**src/rtl/video_timing_ctrl_if.sv**
```systemverilog
// -----------------------------------------------------------------------------
// video_timing_ctrl_if
// Bundles the raster timing outputs and the game-side display-update handshake
// of video_timing_ctrl.
//
//   master : the timing controller. It drives hcount/vcount, draw_en,
//            hsync/vsync, line_start/frame_start, upd_gnt and upd_overrun.
//            It receives upd_req and upd_done.
//   slave  : the consumers, meaning the TMDS path, the pixel source and the
//            game core. They drive upd_req and upd_done and observe the rest.
// -----------------------------------------------------------------------------
interface video_timing_ctrl_if;
    logic [9:0] hcount;
    logic [9:0] vcount;
    logic       draw_en;
    logic       hsync;
    logic       vsync;
    logic       line_start;
    logic       frame_start;
    logic       upd_req;
    logic       upd_done;
    logic       upd_gnt;
    logic       upd_overrun;

    modport master (
        output hcount, vcount, draw_en, hsync, vsync, line_start, frame_start,
        output upd_gnt, upd_overrun,
        input  upd_req, upd_done
    );

    modport slave (
        input  hcount, vcount, draw_en, hsync, vsync, line_start, frame_start,
        input  upd_gnt, upd_overrun,
        output upd_req, upd_done
    );
endinterface

```
**src/rtl/video_timing_ctrl.sv**
```systemverilog
// -----------------------------------------------------------------------------
// video_timing_ctrl
// This block generates raster timing: the pixel and line counters, the sync
// strobes, the active-video enable and the line and frame pulses. It also
// arbitrates game-side updates of the shared display state. A grant is given
// only during vertical blanking, so a frame is never torn.
//
// Ports
//   pixclk : pixel clock. All logic runs on its rising edge.
//   rst    : synchronous, active-high reset.
//   vif    : video_timing_ctrl_if.master
//            outputs: hcount, vcount, draw_en, hsync, vsync, line_start,
//                     frame_start, upd_gnt, upd_overrun (all registered)
//            inputs : upd_req (a level), upd_done (a one-cycle pulse)
//
// Every timing output is decoded from the next counter values and registered
// together with those values. Each output therefore always describes the
// hcount/vcount pair presented in the same cycle.
// H_TOTAL and V_TOTAL must each be <= 1024 to fit the 10-bit counters.
// -----------------------------------------------------------------------------
module video_timing_ctrl #(
    parameter int   H_ACTIVE = 640,
    parameter int   H_FP     = 16,
    parameter int   H_SYNC   = 96,
    parameter int   H_BP     = 48,
    parameter int   V_ACTIVE = 480,
    parameter int   V_FP     = 10,
    parameter int   V_SYNC   = 2,
    parameter int   V_BP     = 33,
    parameter logic SYNC_POL = 1'b0
) (
    input  logic                 pixclk,
    input  logic                 rst,
    video_timing_ctrl_if.master  vif
);

    localparam int H_TOTAL = H_ACTIVE + H_FP + H_SYNC + H_BP;
    localparam int V_TOTAL = V_ACTIVE + V_FP + V_SYNC + V_BP;

    localparam logic [9:0] H_LAST       = 10'(H_TOTAL - 1);
    localparam logic [9:0] V_LAST       = 10'(V_TOTAL - 1);
    localparam logic [9:0] H_ACT        = 10'(H_ACTIVE);
    localparam logic [9:0] V_ACT        = 10'(V_ACTIVE);
    localparam logic [9:0] HS_FIRST     = 10'(H_ACTIVE + H_FP);
    localparam logic [9:0] HS_LAST      = 10'(H_ACTIVE + H_FP + H_SYNC - 1);
    localparam logic [9:0] VS_FIRST     = 10'(V_ACTIVE + V_FP);
    localparam logic [9:0] VS_LAST      = 10'(V_ACTIVE + V_FP + V_SYNC - 1);
    // A request in IDLE can be granted immediately only up to this line.
    // After it, the grant could not last into the next cycle before the
    // frame-start revoke.
    localparam logic [9:0] V_GRANT_LAST = 10'(V_TOTAL - 2);

    typedef enum logic [1:0] {
        ST_IDLE  = 2'd0,
        ST_WAIT  = 2'd1,
        ST_GRANT = 2'd2
    } state_t;

    logic [9:0] hcount_q,      hcount_d;
    logic [9:0] vcount_q,      vcount_d;
    logic       draw_en_q,     draw_en_d;
    logic       hsync_q,       hsync_d;
    logic       vsync_q,       vsync_d;
    logic       line_start_q,  line_start_d;
    logic       frame_start_q, frame_start_d;
    state_t     state_q,       state_d;
    logic       upd_gnt_q,     upd_gnt_d;
    logic       upd_overrun_q, upd_overrun_d;

    logic       vblank;
    logic       window_open;

    // ---------------------------------------------------------------------
    // Counters and the timing decode of the next position
    // ---------------------------------------------------------------------
    always_comb begin
        hcount_d = hcount_q + 10'd1;
        vcount_d = vcount_q;
        if (hcount_q == H_LAST) begin
            hcount_d = '0;
            vcount_d = (vcount_q == V_LAST) ? '0 : vcount_q + 10'd1;
        end

        draw_en_d     = (hcount_d < H_ACT) && (vcount_d < V_ACT);
        hsync_d       = ((hcount_d >= HS_FIRST) && (hcount_d <= HS_LAST)) ? SYNC_POL : ~SYNC_POL;
        vsync_d       = ((vcount_d >= VS_FIRST) && (vcount_d <= VS_LAST)) ? SYNC_POL : ~SYNC_POL;
        line_start_d  = (hcount_d == '0);
        frame_start_d = (hcount_d == '0) && (vcount_d == '0);
    end

    // The currently presented line is in vertical blanking.
    assign vblank      = (vcount_q >= V_ACT);
    // The next cycle presents the first pixel of vertical blanking.
    assign window_open = (hcount_d == '0) && (vcount_d == V_ACT);

    // ---------------------------------------------------------------------
    // Update arbiter: state register
    // ---------------------------------------------------------------------
    always_ff @(posedge pixclk) begin
        if (rst) begin
            state_q <= ST_IDLE;
        end else begin
            state_q <= state_d;
        end
    end

    // ---------------------------------------------------------------------
    // Update arbiter: next-state logic
    // ---------------------------------------------------------------------
    always_comb begin
        state_d = state_q;
        case (state_q)
            ST_IDLE: begin
                // A request that arrives on the last active cycle is granted
                // directly when blanking opens; it does not wait a whole frame.
                if (vif.upd_req) begin
                    if ((vblank && (vcount_q <= V_GRANT_LAST)) || window_open) begin
                        state_d = ST_GRANT;
                    end else begin
                        state_d = ST_WAIT;
                    end
                end
            end
            ST_WAIT: begin
                if (!vif.upd_req) begin
                    state_d = ST_IDLE;
                end else if (window_open) begin
                    state_d = ST_GRANT;
                end
            end
            ST_GRANT: begin
                // upd_done takes priority over the frame-start revoke when
                // both fall on the same edge.
                if (vif.upd_done || frame_start_d) begin
                    state_d = ST_IDLE;
                end
            end
            default: state_d = ST_IDLE;
        endcase
    end

    // ---------------------------------------------------------------------
    // Update arbiter: outputs, registered together with the raster
    // ---------------------------------------------------------------------
    always_comb begin
        upd_gnt_d     = (state_d == ST_GRANT);
        upd_overrun_d = (state_q == ST_GRANT) && !vif.upd_done && frame_start_d;
    end

    // ---------------------------------------------------------------------
    // Raster and output registers
    // ---------------------------------------------------------------------
    always_ff @(posedge pixclk) begin
        if (rst) begin
            hcount_q      <= H_LAST;
            vcount_q      <= V_LAST;
            draw_en_q     <= 1'b0;
            hsync_q       <= ~SYNC_POL;
            vsync_q       <= ~SYNC_POL;
            line_start_q  <= 1'b0;
            frame_start_q <= 1'b0;
            upd_gnt_q     <= 1'b0;
            upd_overrun_q <= 1'b0;
        end else begin
            hcount_q      <= hcount_d;
            vcount_q      <= vcount_d;
            draw_en_q     <= draw_en_d;
            hsync_q       <= hsync_d;
            vsync_q       <= vsync_d;
            line_start_q  <= line_start_d;
            frame_start_q <= frame_start_d;
            upd_gnt_q     <= upd_gnt_d;
            upd_overrun_q <= upd_overrun_d;
        end
    end

    assign vif.hcount      = hcount_q;
    assign vif.vcount      = vcount_q;
    assign vif.draw_en     = draw_en_q;
    assign vif.hsync       = hsync_q;
    assign vif.vsync       = vsync_q;
    assign vif.line_start  = line_start_q;
    assign vif.frame_start = frame_start_q;
    assign vif.upd_gnt     = upd_gnt_q;
    assign vif.upd_overrun = upd_overrun_q;

endmodule
```
**src/flat_wrapper.sv**
```systemverilog
// flat-port wrapper written by rule: the top's interface ports become plain ports
module video_timing_ctrl_flat 
#(
    parameter int   H_ACTIVE = 640,
    parameter int   H_FP     = 16,
    parameter int   H_SYNC   = 96,
    parameter int   H_BP     = 48,
    parameter int   V_ACTIVE = 480,
    parameter int   V_FP     = 10,
    parameter int   V_SYNC   = 2,
    parameter int   V_BP     = 33,
    parameter logic SYNC_POL = 1'b0
)
  (pixclk, rst, vif_hcount, vif_vcount, vif_draw_en, vif_hsync, vif_vsync, vif_line_start, vif_frame_start, vif_upd_gnt, vif_upd_overrun, vif_upd_req, vif_upd_done);
  video_timing_ctrl_if vif_i ();
  input  logic pixclk;
  input  logic rst;
  output wire logic [$bits(vif_i.hcount)-1:0] vif_hcount;
  output wire logic [$bits(vif_i.vcount)-1:0] vif_vcount;
  output wire logic [$bits(vif_i.draw_en)-1:0] vif_draw_en;
  output wire logic [$bits(vif_i.hsync)-1:0] vif_hsync;
  output wire logic [$bits(vif_i.vsync)-1:0] vif_vsync;
  output wire logic [$bits(vif_i.line_start)-1:0] vif_line_start;
  output wire logic [$bits(vif_i.frame_start)-1:0] vif_frame_start;
  output wire logic [$bits(vif_i.upd_gnt)-1:0] vif_upd_gnt;
  output wire logic [$bits(vif_i.upd_overrun)-1:0] vif_upd_overrun;
  input wire logic [$bits(vif_i.upd_req)-1:0] vif_upd_req;
  input wire logic [$bits(vif_i.upd_done)-1:0] vif_upd_done;
  assign vif_hcount = vif_i.hcount;
  assign vif_vcount = vif_i.vcount;
  assign vif_draw_en = vif_i.draw_en;
  assign vif_hsync = vif_i.hsync;
  assign vif_vsync = vif_i.vsync;
  assign vif_line_start = vif_i.line_start;
  assign vif_frame_start = vif_i.frame_start;
  assign vif_upd_gnt = vif_i.upd_gnt;
  assign vif_upd_overrun = vif_i.upd_overrun;
  assign vif_i.upd_req = vif_upd_req;
  assign vif_i.upd_done = vif_upd_done;
  video_timing_ctrl #(.H_ACTIVE(H_ACTIVE), .H_FP(H_FP), .H_SYNC(H_SYNC), .H_BP(H_BP), .V_ACTIVE(V_ACTIVE), .V_FP(V_FP), .V_SYNC(V_SYNC), .V_BP(V_BP), .SYNC_POL(SYNC_POL)) u_core (.pixclk(pixclk), .rst(rst), .vif(vif_i));
endmodule
```
**config.mk**
```make
export PLATFORM = sky130hd
export DESIGN_NAME = video_timing_ctrl_flat
export DESIGN_NICKNAME = d
export VERILOG_FILES = /design/src/rtl/video_timing_ctrl_if.sv /design/src/rtl/video_timing_ctrl.sv /design/src/flat_wrapper.sv
export SDC_FILE = /design/constraint.sdc
export NUM_CORES = 1
export LEC_CHECK = 0
export ABC_AREA = 1
export CORE_ASPECT_RATIO = 0.8
export CORE_MARGIN = 2
export CORE_UTILIZATION = 50
export CTS_CLUSTER_SIZE = 12
export DETAILED_ROUTE_END_ITERATION = 12
export PLACE_DENSITY = 0.78
export SYNTH_ARGS = -nofsm -noshare
export SYNTH_HDL_FRONTEND = slang
export SYNTH_SLANG_ARGS = --single-unit
```
**constraint.sdc**
```tcl
create_clock -name pixclk -period 2.1 [get_ports pixclk]
set_input_delay 0.42 -clock pixclk [delete_from_list [all_inputs] [get_ports pixclk]]
set_output_delay 0.42 -clock pixclk [all_outputs]
set_load 0.05 [all_outputs]
```
Word level (Yosys, flattened, before mapping)
Index checks and enable logic that the tools add are counted.
{"block": "word_totals", "regBits": 29, "latchBits": 0, "ramBits": 0, "rom_bits": 0, "input_bits": 4, "out_inout_bits": 27, "elab_cells": 51, "memories": 0}
{"block": "classes", "addsub": 2, "mul": 0, "div": 0, "order_cmp": 8, "n_eq_ne": 6, "shift": 0, "mux": 11, "n_bitwise": 0, "n_reduce_logical": 14}
{"operator": "$mux 10", "count": 3}
{"operator": "$add 10x1->10 const B", "count": 2}
{"operator": "$eq 10x10->1 const B", "count": 2}
{"operator": "$ge 10x9->1 const B", "count": 2}
{"operator": "$le 10x10->1 const B", "count": 2}
{"operator": "$logic_not 10->1", "count": 2}
{"operator": "$eq 10x9->1 const B", "count": 1}
{"operator": "$ge 10x10->1 const B", "count": 1}
{"operator": "$le 10x9->1 const B", "count": 1}
{"operator": "$lt 10x10->1 const B", "count": 1}
{"operator": "$lt 10x9->1 const B", "count": 1}
{"operator": "$mux 2", "count": 5}
{"operator": "$logic_and 1x1->1", "count": 8}
{"operator": "$pmux 2 s3", "count": 1}
{"operator": "$eq 2x2->1 const B", "count": 2}
{"operator": "$eq 2x1->1 const B", "count": 1}
{"operator": "$logic_not 2->1", "count": 1}
{"operator": "$logic_or 1x1->1", "count": 2}
{"operator": "$mux 1", "count": 2}
{"operator": "$logic_not 1->1", "count": 1}

Longest topological paths before layout
Gate-level depths: netlist of the first run.
{"block": "depth", "ltp_word": 10, "ltp_mapped": 15, "depth_no_buf": 15}

Least setup slack after synthesis of the first run
No wires, ideal clock.
{"block": "synth_timing", "path_kind": "register to register", "start": "register u_core.hcount_q[0], in the netlist u_core.vif.hcount[0]", "end": "register u_core.state_q[1]", "setup_ns": 0.129, "arrival_time_ns": 2.164, "required_ns": 1.971, "slack_ns": -0.192, "stages_incl_launch_ff": 14, "path_buffers": 1, "period_less_slack_ns": 2.292, "path_cell_list": "dfxtp_1 -> ha_1 -> nand2_2 -> nor2_8 -> nand3_2 -> buf_6 -> nand2_1 -> inv_1 -> nor2_1 -> nand2_1 -> nor3_1 -> nand3_1 -> nand2_1 -> a21oi_1"}
{"block": "synth_via", "elab_chain_len": 8, "word_cells_on_any_way": 17, "classes_between": "add/sub: 1; eq/ne: 2; mux: 8; reduce/logical: 6"}
{"element": "from (decl)", "line_no": "video_timing_ctrl.sv:59", "source": "logic [9:0] hcount_q, hcount_d;"}
{"element": "from (signal assigned)", "line_no": "video_timing_ctrl.sv:165", "source": "hcount_q <= hcount_d;"}
{"element": "$add 10x1->10 or $eq 10x10->1 (tied branches)", "line_no": "video_timing_ctrl.sv:77, video_timing_ctrl.sv:79"}
{"element": "$mux 10", "line_no": "video_timing_ctrl.sv:79", "source": "if (hcount_q == H_LAST) begin"}
{"element": "$logic_not 10->1 or $eq 10x9->1 (tied branches)", "line_no": "video_timing_ctrl.sv:88, video_timing_ctrl.sv:94"}
{"element": "$logic_and 1x1->1", "line_no": "video_timing_ctrl.sv:94", "source": "assign window_open = (hcount_d == '0) && (vcount_d == V_ACT);"}
{"element": "$logic_or 1x1->1", "line_no": "video_timing_ctrl.sv:117", "source": "if ((vblank && (vcount_q <= V_GRANT_LAST)) || window_open) begin"}
{"element": "$mux 2", "line_no": "video_timing_ctrl.sv:117"}
{"element": "$mux 2", "line_no": "video_timing_ctrl.sv:116", "source": "if (vif.upd_req) begin"}
{"element": "$pmux 2 s3 *", "line_no": "video_timing_ctrl.sv:112", "source": "case (state_q)"}
{"element": "to (signal assigned)", "line_no": "video_timing_ctrl.sv:103", "source": "state_q <= state_d;"}
{"element": "to (decl)", "line_no": "video_timing_ctrl.sv:66", "source": "state_t state_q, state_d;"}
Every way passes the cells marked *; elsewhere a longest branch is shown, timed or not.
A chain may end at the register's enable or synchronous reset.

Worst setup path after layout of the first run
{"block": "layout_timing", "start": "register u_core.hcount_q[7], in the netlist u_core.vif.hcount[7]", "end": "output vif_hcount[7]"}
{"element": "to (decl)", "line_no": "flat_wrapper.sv:18", "source": "output wire logic [$bits(vif_i.hcount)-1:0] vif_hcount;"}
No word-level cell between the ends.

==> flow_summary.json, run 1 <==
{
  "cp.depth": 1,
  "drtIter0Drc": 173,
  "relSlewSlack_pct": 65.7,
  "worst_slew_pin_slew_ps": 513,
  "syn_nets": 282,
  "routedWlPerCell_um": 12.5,
  "outcome": "completed",
  "ir_worst_vdd_mv": 0.896,
  "synth_seq_cells": 29,
  "timing.rr.end": "u_core.state_q[1]$_SDFF_PP0_",
  "yosys_most_used_dff": "dfxtp_1",
  "path_buf_inv": 1,
  "cts_buffers": 5,
  "core_sq_um": 3350,
  "ys_warn_count": 0,
  "root_buffer": "clkbuf_8",
  "reg2reg_depth": 12,
  "rows": 19,
  "max_clock_freq_mhz": 491,
  "slew_violations": 0,
  "detail-route-antenna-nets": 0,
  "required_ps": 1680,
  "htreeDepth": 2,
  "drt_pass1_iterations": 4,
  "cts_sinks": 29,
  "crit_path_max_incr_delay_ps": 860,
  "die_area_sq_um": 3930,
  "final_area_sq_um": 2320,
  "cp_cell_sequence": "clkdlybuf4s50_1",
  "synth_area_per_cell_sq_um": 6.31,
  "clk_path_buf_depth": 2,
  "num_vias": 1825,
  "synth_cell_type_count": 28,
  "slowest_stage": "clkdlybuf4s50_1",
  "drc_errors": 0,
  "synth-edff-count": 0,
  "clk_pin_slew_ps": 70,
  "cp-start-kind": "register",
  "synth_seq_area_share_pct": 33.7,
  "overflow": 0,
  "setup-tns-final_ps": 0,
  "antenna_cells": 0,
  "finalNonFillerCells": 359,
  "place_hpwl_mm": 3.33,
  "worstHoldEndpoint": "u_core.vif.upd_overrun$_SDFF_PP0_",
  "routed_wirelength_mm": 4.48,
  "crit_type": "reg2out",
  "r2r_start": "u_core.vif.vcount[0]$_SDFF_PP0_",
  "gp_congestion": 0.911,
  "leakage_uw": 0.00109,
  "cts_tree": "yes",
  "clk_latency_ps": 280,
  "first_global_vias": 1544,
  "layout_commonest_cell": "nand2_1",
  "dp_cells": 347,
  "finalHoldViolCount": 0,
  "port_buffers": 30,
  "r2r_slack_ps": 150,
  "grt_usage_pct": 22.8,
  "crit_path_end_kind": "output port",
  "skew_ps": 4.26,
  "hp-class": "reg2reg",
  "crit_family": "buffers and inverters",
  "path_max_fanout": 7,
  "drive_above_1_share_pct": 15.8,
  "place_area_sq_um": 2100,
  "min_period_over_period_pct": 97.0,
  "final_cell_mix": "nand2_1 (78), inv_1 (37), nor2_1 (36), clkdlybuf4s50_1 (30), nand3_1 (28)",
  "grt_max_degree": 11,
  "die_x_um": 69.6,
  "nNetsFinal": 325,
  "synthArstFlopShare_pct": 0,
  "die_h_um": 56.5,
  "area_growth_pct": 34.7,
  "grt_pass1_wl_mm": 6.97,
  "hold_depth": 3,
  "initial_utilization_pct": 51.4,
  "pin_count": 31,
  "crit_arrival_ps": 1620,
  "antenna_found_initial": 0,
  "cts-hold-fix-buffers": 0,
  "synth_cells": 273,
  "via_per_inst": 5.08,
  "cap_violations": 0,
  "hp-start": "u_core.state_q[0]$_SDFF_PP0_",
  "synth_area_sq_um": 1720,
  "min_period_ps": 2040,
  "setup-violations-final": 0,
  "p_per_area_nw_per_um2": 1510
}
[state kept, by name (all words and copies together), names as in the netlist]
register	count
u_core.vif.hcount	10
u_core.vif.vcount	10
u_core.state_q	2
u_core.vif.draw_en	1
u_core.vif.frame_start	1
u_core.vif.hsync	1
u_core.vif.line_start	1
u_core.vif.upd_gnt	1
u_core.vif.upd_overrun	1
u_core.vif.vsync	1
[cell usage after synthesis, types with 2 or more instances]
cell type,number,share of area (%)
o21ai_1,2,0.58
nor2_1,39,8.5
nand3_1,29,8.4
o21ai_0,6,1.7
ha_1,5,3.6
nand2_2,4,1.5
dfxtp_1,29,34
nand4_1,3,1.1
a21oi_1,8,2.3
nand3_2,3,1.7
xor2_1,2,1.0
clkinv_1,2,0.44
nor2_2,4,1.5
clkbuf_1,2,0.44
inv_1,37,8.1
nor3_1,6,1.7
nand2_1,81,18
[power by group]
| part | switching [uW] | internal (uW) | leakage [uW] |
|---|---|---|---|
| Combinational | 1380 | 667 | 0.000792 |
| Clock | 222 | 385 | 0.0000574 |
| Sequential | 162 | 680 | 0.000237 |
| Total | 1760 | 1730 | 0.00109 |
[layer usage]
metal / vias up / track usage, % / part of all wire [%]
met5: - / 0 / 0
met4: 0 / 7.28 / 1.2
met3: 7 / 5.92 / 9.2
met2: 63 / 31.6 / 41
met1: 810 / 34.3 / 48
li1: 945 / - / -
[worst max path at each step]
| stage | from | end |
|---|---|---|
| 2_1_floorplan | u_core.vif.vcount[0]$_SDFF_PP0_ | u_core.state_q[1]$_SDFF_PP0_ |
| 3_3_place_gp | u_core.vif.hcount[1]$_SDFF_PP1_ | u_core.vif.upd_overrun$_SDFF_PP0_ |
| 3_5_place_dp | u_core.vif.hcount[1]$_SDFF_PP1_ | u_core.state_q[1]$_SDFF_PP0_ |
| 4_1_cts | u_core.vif.hcount[1]$_SDFF_PP1_ | u_core.state_q[1]$_SDFF_PP0_ |
| 5_1_grt | u_core.vif.hcount[1]$_SDFF_PP1_ | u_core.state_q[1]$_SDFF_PP0_ |
| 6_report | u_core.vif.hcount[7]$_SDFF_PP0_ | vif_hcount[7] |
[kinds of logic (layout without fill, tap and decap cells)]
kind of cell,Yosys count,after routing,synth area share (%)
xor gates and xnor gates,3,3,1.53
DFF,29,29,33.7
AOI/OAI and AO/OA,19,19,6.11
and+or+nand+nor,173,173,44.9
adders and majority gates,5,5,3.63
buffers and inverters,44,88,10.1
[timing repair]
action                                  4_1_cts  5_1_grt
hold endpoints to repair                      0        0
endpoints found under the setup margin        0        6
setup buffers                                 0        4
resized for setup                             0       18
[per-stage QoR]
stage | total power, uW | setup slack, ps | hold slack [ps] | util, %
after floorplan | 2200 | 13.6 | 474 | -
after global placement | 2670 | 124 | 517 | 62.6
after detailed placement | 2690 | 68.6 | 503 | 62.6
after CTS | 3310 | 52.3 | 511 | 66.1
after global routing | 3710 | -4.21 | 534 | 69.2
final | 3490 | 63.3 | 504 | 69.2
[area by class of cell]
class,count,area [sq um]
Multi-Input combinational cell,200,1030
Sequential cell,29,588
Clock inverter,2,37.5
Clock buffer,6,82.6
Tap cell,42,52.6
Inverter,41,159
Fill cell,288,1030
Timing Repair Buffer,39,368
Power figures use the tool's default switching activity.
==> run 2: changes to the inputs <==
Settings changed: CORE_UTILIZATION 50 to 29, PLACE_DENSITY 0.78 to 0.5.
==> flow_summary.json, run 2 (synthesized netlist as in run 1, its figures left out) <==
{
  "antenna_cells": 0,
  "routed_wirelength_mm": 4.75,
  "port_buffers": 30,
  "skew_ps": 3.38,
  "leakage_uw": 0.00111,
  "hold_depth": 3,
  "ctsResizeCount": 0,
  "nNetsFinal": 330,
  "path_buf_inv": 1,
  "pin_count": 31,
  "overflow": 0,
  "gp_congestion": 0.834,
  "clk_path_buf_depth": 2,
  "num_vias": 1781,
  "max_clock_freq_mhz": 492,
  "crit_type": "reg2out",
  "first_global_vias": 1593,
  "ir_worst_vdd_mv": 0.517,
  "cp_cell_sequence": "clkdlybuf4s50_1",
  "cts_buffers": 5,
  "crit_path_end_kind": "output port",
  "rows": 25,
  "p_per_area_nw_per_um2": 1460,
  "final_cell_mix": "nand2_1 (80), inv_1 (37), nor2_1 (37), clkdlybuf4s50_1 (30), nand3_1 (28)",
  "holdWs_ps": 527,
  "cts_tree": "yes",
  "path_max_fanout": 7,
  "htreeDepth": 2,
  "outcome": "completed",
  "relSlewSlack_pct": 65.7,
  "crit_arrival_ps": 1610,
  "total_power_uw": 3450,
  "drc_errors": 0,
  "cts-hold-fix-buffers": 0,
  "initial_utilization_pct": 29.6,
  "clk_pin_slew_ps": 60,
  "drt_pass1_iterations": 4,
  "layout_commonest_cell": "nand2_1",
  "area_growth_pct": 37.2,
  "worst_slew_pin_slew_ps": 512,
  "crit_family": "buffers and inverters",
  "crit_path_max_incr_delay_ps": 860,
  "root_buffer": "clkbuf_8",
  "finalHoldViolCount": 0,
  "slowest_stage": "clkdlybuf4s50_1",
  "setup-violations-final": 0,
  "fill_cells": 645,
  "die_h_um": 72.9,
  "cp-start-kind": "register",
  "detail-route-antenna-nets": 0,
  "grt_usage_pct": 15.2,
  "cp.depth": 1,
  "grt_pass1_wl_mm": 7.71,
  "cts_sinks": 29,
  "die_area_sq_um": 6570,
  "min_period_over_period_pct": 96.8,
  "grt_max_degree": 11,
  "place_hpwl_mm": 3.68,
  "core_sq_um": 5820,
  "cap_violations": 0,
  "via_per_inst": 4.43,
  "required_ps": 1680,
  "slew_violations": 0,
  "drive_above_1_share_pct": 15.3,
  "clk_latency_ps": 280,
  "postCtsSetupBuffers": 0,
  "die_x_um": 90.1,
  "min_period_ps": 2030,
  "antenna_found_initial": 0,
  "routedWlPerCell_um": 11.8,
  "drtIter0Drc": 106,
  "reg2reg_depth": 16,
  "hp-class": "reg2reg"
}
-- run 2: changes by cell type in the layout (fill, tap and decap cells not counted), sizes merged --
cell      delta
buf          +5
clkinvlp     -2
clkinv       +2
clkbuf       -1
-- run 2: metal layers --
metal  part of all wire [%]  global-route usage (%)  up-vias
met4                   0.80                    4.10        0
met5                      0                       0        -
met2                     41                    21.4       32
met3                    4.8                    4.75        2
met1                     53                    22.2      802
li1                       -                       -      945
-- run 2: stage by stage --
step                instance area (sq um)  cells  TNS, ps  util [%]  setup slack [ps]
floorplan                            1730    273        0         -              13.6
global route                         2360    402    -7.64      40.6             -4.06
global placement                     2210    395        0      38.0               103
finish                               2360    402        0      40.6              67.2
CTS                                  2320    402        0      39.8              31.9
detailed placement                   2210    395        0      38.0               102
-- run 2: path summary, 6_finish.rpt --
check | startpoint | end | slack, ps
worst max-delay path | u_core.vif.vcount[2]$_SDFF_PP1_ | vif_vcount[2] | 70
worst min-delay path | u_core.state_q[0]$_SDFF_PP0_ | u_core.vif.upd_overrun$_SDFF_PP0_ | 530
worst max register to register | u_core.vif.hcount[0]$_SDFF_PP1_ | u_core.state_q[1]$_SDFF_PP0_ | 170
worst min register to register | u_core.state_q[0]$_SDFF_PP0_ | u_core.vif.upd_overrun$_SDFF_PP0_ | 530
-- run 2: power by group --
group	internal, uW	switching [uW]
registers	676	138
clock network	344	209
logic	708	1370
-- run 2: area by class of cell --
class | instances | area, sq um | area share, %
multi-input cells | 200 | 1010 | 42.8
repair buffers | 44 | 405 | 17.2
inverters | 41 | 155 | 6.57
well taps | 81 | 101 | 4.29
clock inverters | 2 | 35.0 | 1.48
flip-flops and latches | 29 | 584 | 24.7
clock buffers | 5 | 68.8 | 2.91
==> run 3: changes to the inputs <==
Settings changed: PLACE_DENSITY 0.5 to unset, SLEW_MARGIN set to 10.
==> flow_summary.json, run 3 (synthesized netlist as in run 1, its figures left out) <==
{
  "outcome": "completed",
  "num_vias": 1776,
  "drt_pass1_iterations": 4,
  "clk_latency_ps": 290,
  "pin_count": 31,
  "p_per_area_nw_per_um2": 1470,
  "crit_family": "buffers and inverters",
  "cp-start-kind": "register",
  "cts-hold-fix-buffers": 0,
  "path_buf_inv": 1,
  "skew_ps": 6.33,
  "cts_tree": "yes",
  "antenna_cells": 0,
  "core_sq_um": 5820,
  "setup-violations-final": 0,
  "finalNonFillerCells": 403,
  "slowest_stage": "clkdlybuf4s50_1",
  "overflow": 0,
  "fill_cells": 634,
  "cts_buffers": 5,
  "die_area_sq_um": 6570,
  "root_buffer": "clkbuf_8",
  "layout_commonest_cell": "nand2_1",
  "crit_type": "reg2out",
  "finalHoldViolCount": 0,
  "cp_cell_sequence": "clkdlybuf4s50_1",
  "grt_pass1_wl_mm": 8.07,
  "rows": 25,
  "die_h_um": 72.9,
  "cts_sinks": 29,
  "grt_max_degree": 17,
  "min_period_over_period_pct": 96.5,
  "cap_violations": 0,
  "routedWlPerCell_um": 11.4,
  "slew_violations": 0,
  "port_buffers": 30,
  "nNetsFinal": 330,
  "first_global_vias": 1670,
  "leakage_uw": 0.00111,
  "area_growth_pct": 37.8,
  "via_per_inst": 4.41,
  "crit_arrival_ps": 1610,
  "drtIter0Drc": 121,
  "final_cell_mix": "nand2_1 (80), inv_1 (37), nor2_1 (36), nand3_1 (28), clkdlybuf4s50_1 (28)",
  "ir_worst_vdd_mv": 0.495,
  "drc_errors": 0,
  "clk_path_buf_depth": 2,
  "grt_usage_pct": 15.5,
  "gp_congestion": 0.866,
  "hp-class": "reg2reg",
  "antenna_found_initial": 0,
  "path_max_fanout": 7,
  "routed_wirelength_mm": 4.59,
  "detail-route-antenna-nets": 0,
  "dp_cells": 393,
  "max_clock_freq_mhz": 493,
  "required_ps": 1680,
  "min_period_ps": 2030,
  "rsz0062_at_grt": "yes",
  "die_x_um": 90.1,
  "crit_path_end_kind": "output port",
  "htreeDepth": 2,
  "worst_slew_pin_slew_ps": 503,
  "initial_utilization_pct": 29.6,
  "place_hpwl_mm": 3.54,
  "setup-tns-final_ps": 0,
  "drive_above_1_share_pct": 16.5,
  "clk_pin_slew_ps": 70,
  "relSlewSlack_pct": 66.4,
  "crit_path_max_incr_delay_ps": 850
}
[run 3: cell count changes in the layout (fill, tap and decap cells not counted), sizes merged]
cell | previous run | this run
clkinvlp | 0 | 1
clkinv | 4 | 3
clkbuf | 5 | 6
clkdlybuf4s50 | 30 | 28
buf | 14 | 16
[run 3: power by group]
part           switching, uW  internal, uW  leakage (uW)  total (uW)
clock                    244           386     0.0000574         630
sequential               138           677      0.000237         815
combinational           1350           682      0.000819        2030
[run 3: stage by stage]
stage / setup WS, ps / hold WS (ps) / instance area [sq um] / total power [uW] / utilization (%)
after floorplan: 13.6 / 474 / 1730 / 2200 / -
after CTS: 62.1 / 510 / 2310 / 3410 / 39.8
final: 72.8 / 508 / 2370 / 3480 / 40.8
after global routing: -15.1 / 566 / 2370 / 3750 / 40.8
after detailed placement: 104 / 503 / 2190 / 2760 / 37.7
after global placement: 115 / 499 / 2190 / 2770 / 37.7
[run 3: final cells by class]
class                           instances  area [sq um]  area share, %
Sequential cell                        29           586           24.7
Multi-Input combinational cell        200          1010           42.6
Clock inverter                          2          37.5           1.58
Timing Repair Buffer                   44           400           16.9
Inverter                               41           155           6.54
Clock buffer                            6          82.6           3.48
Tap cell                               81           101           4.27
[run 3: worst paths after layout]
| kind | startpoint | endpoint | slack (ps) | depth (start not counted) |
|---|---|---|---|---|
| worst min-delay path | u_core.state_q[0]$_SDFF_PP0_ | u_core.vif.upd_overrun$_SDFF_PP0_ | 510 | 3 |
| worst min register to register | u_core.state_q[0]$_SDFF_PP0_ | u_core.vif.upd_overrun$_SDFF_PP0_ | 510 | 3 |
| worst max register to register | u_core.vif.hcount[1]$_SDFF_PP1_ | u_core.vif.upd_gnt$_SDFF_PP0_ | 190 | 16 |
| worst max-delay path | u_core.vif.vcount[5]$_SDFF_PP0_ | vif_vcount[5] | 70 | 1 |
[run 3: repair_timing]
| action | CTS | global route |
|---|---|---|
| gates resized for setup | 0 | 11 |
| setup buffers | 0 | 2 |
| endpoints found under the setup margin | 0 | 4 |
[run 3: layer usage]
layer	global-route usage, %	share of wire (%)	up-vias
li1	-	-	947
met1	21.8	52	779
met2	23.1	42	42
met3	3.31	4.5	8
met4	6.67	1.9	0
met5	0	0	-
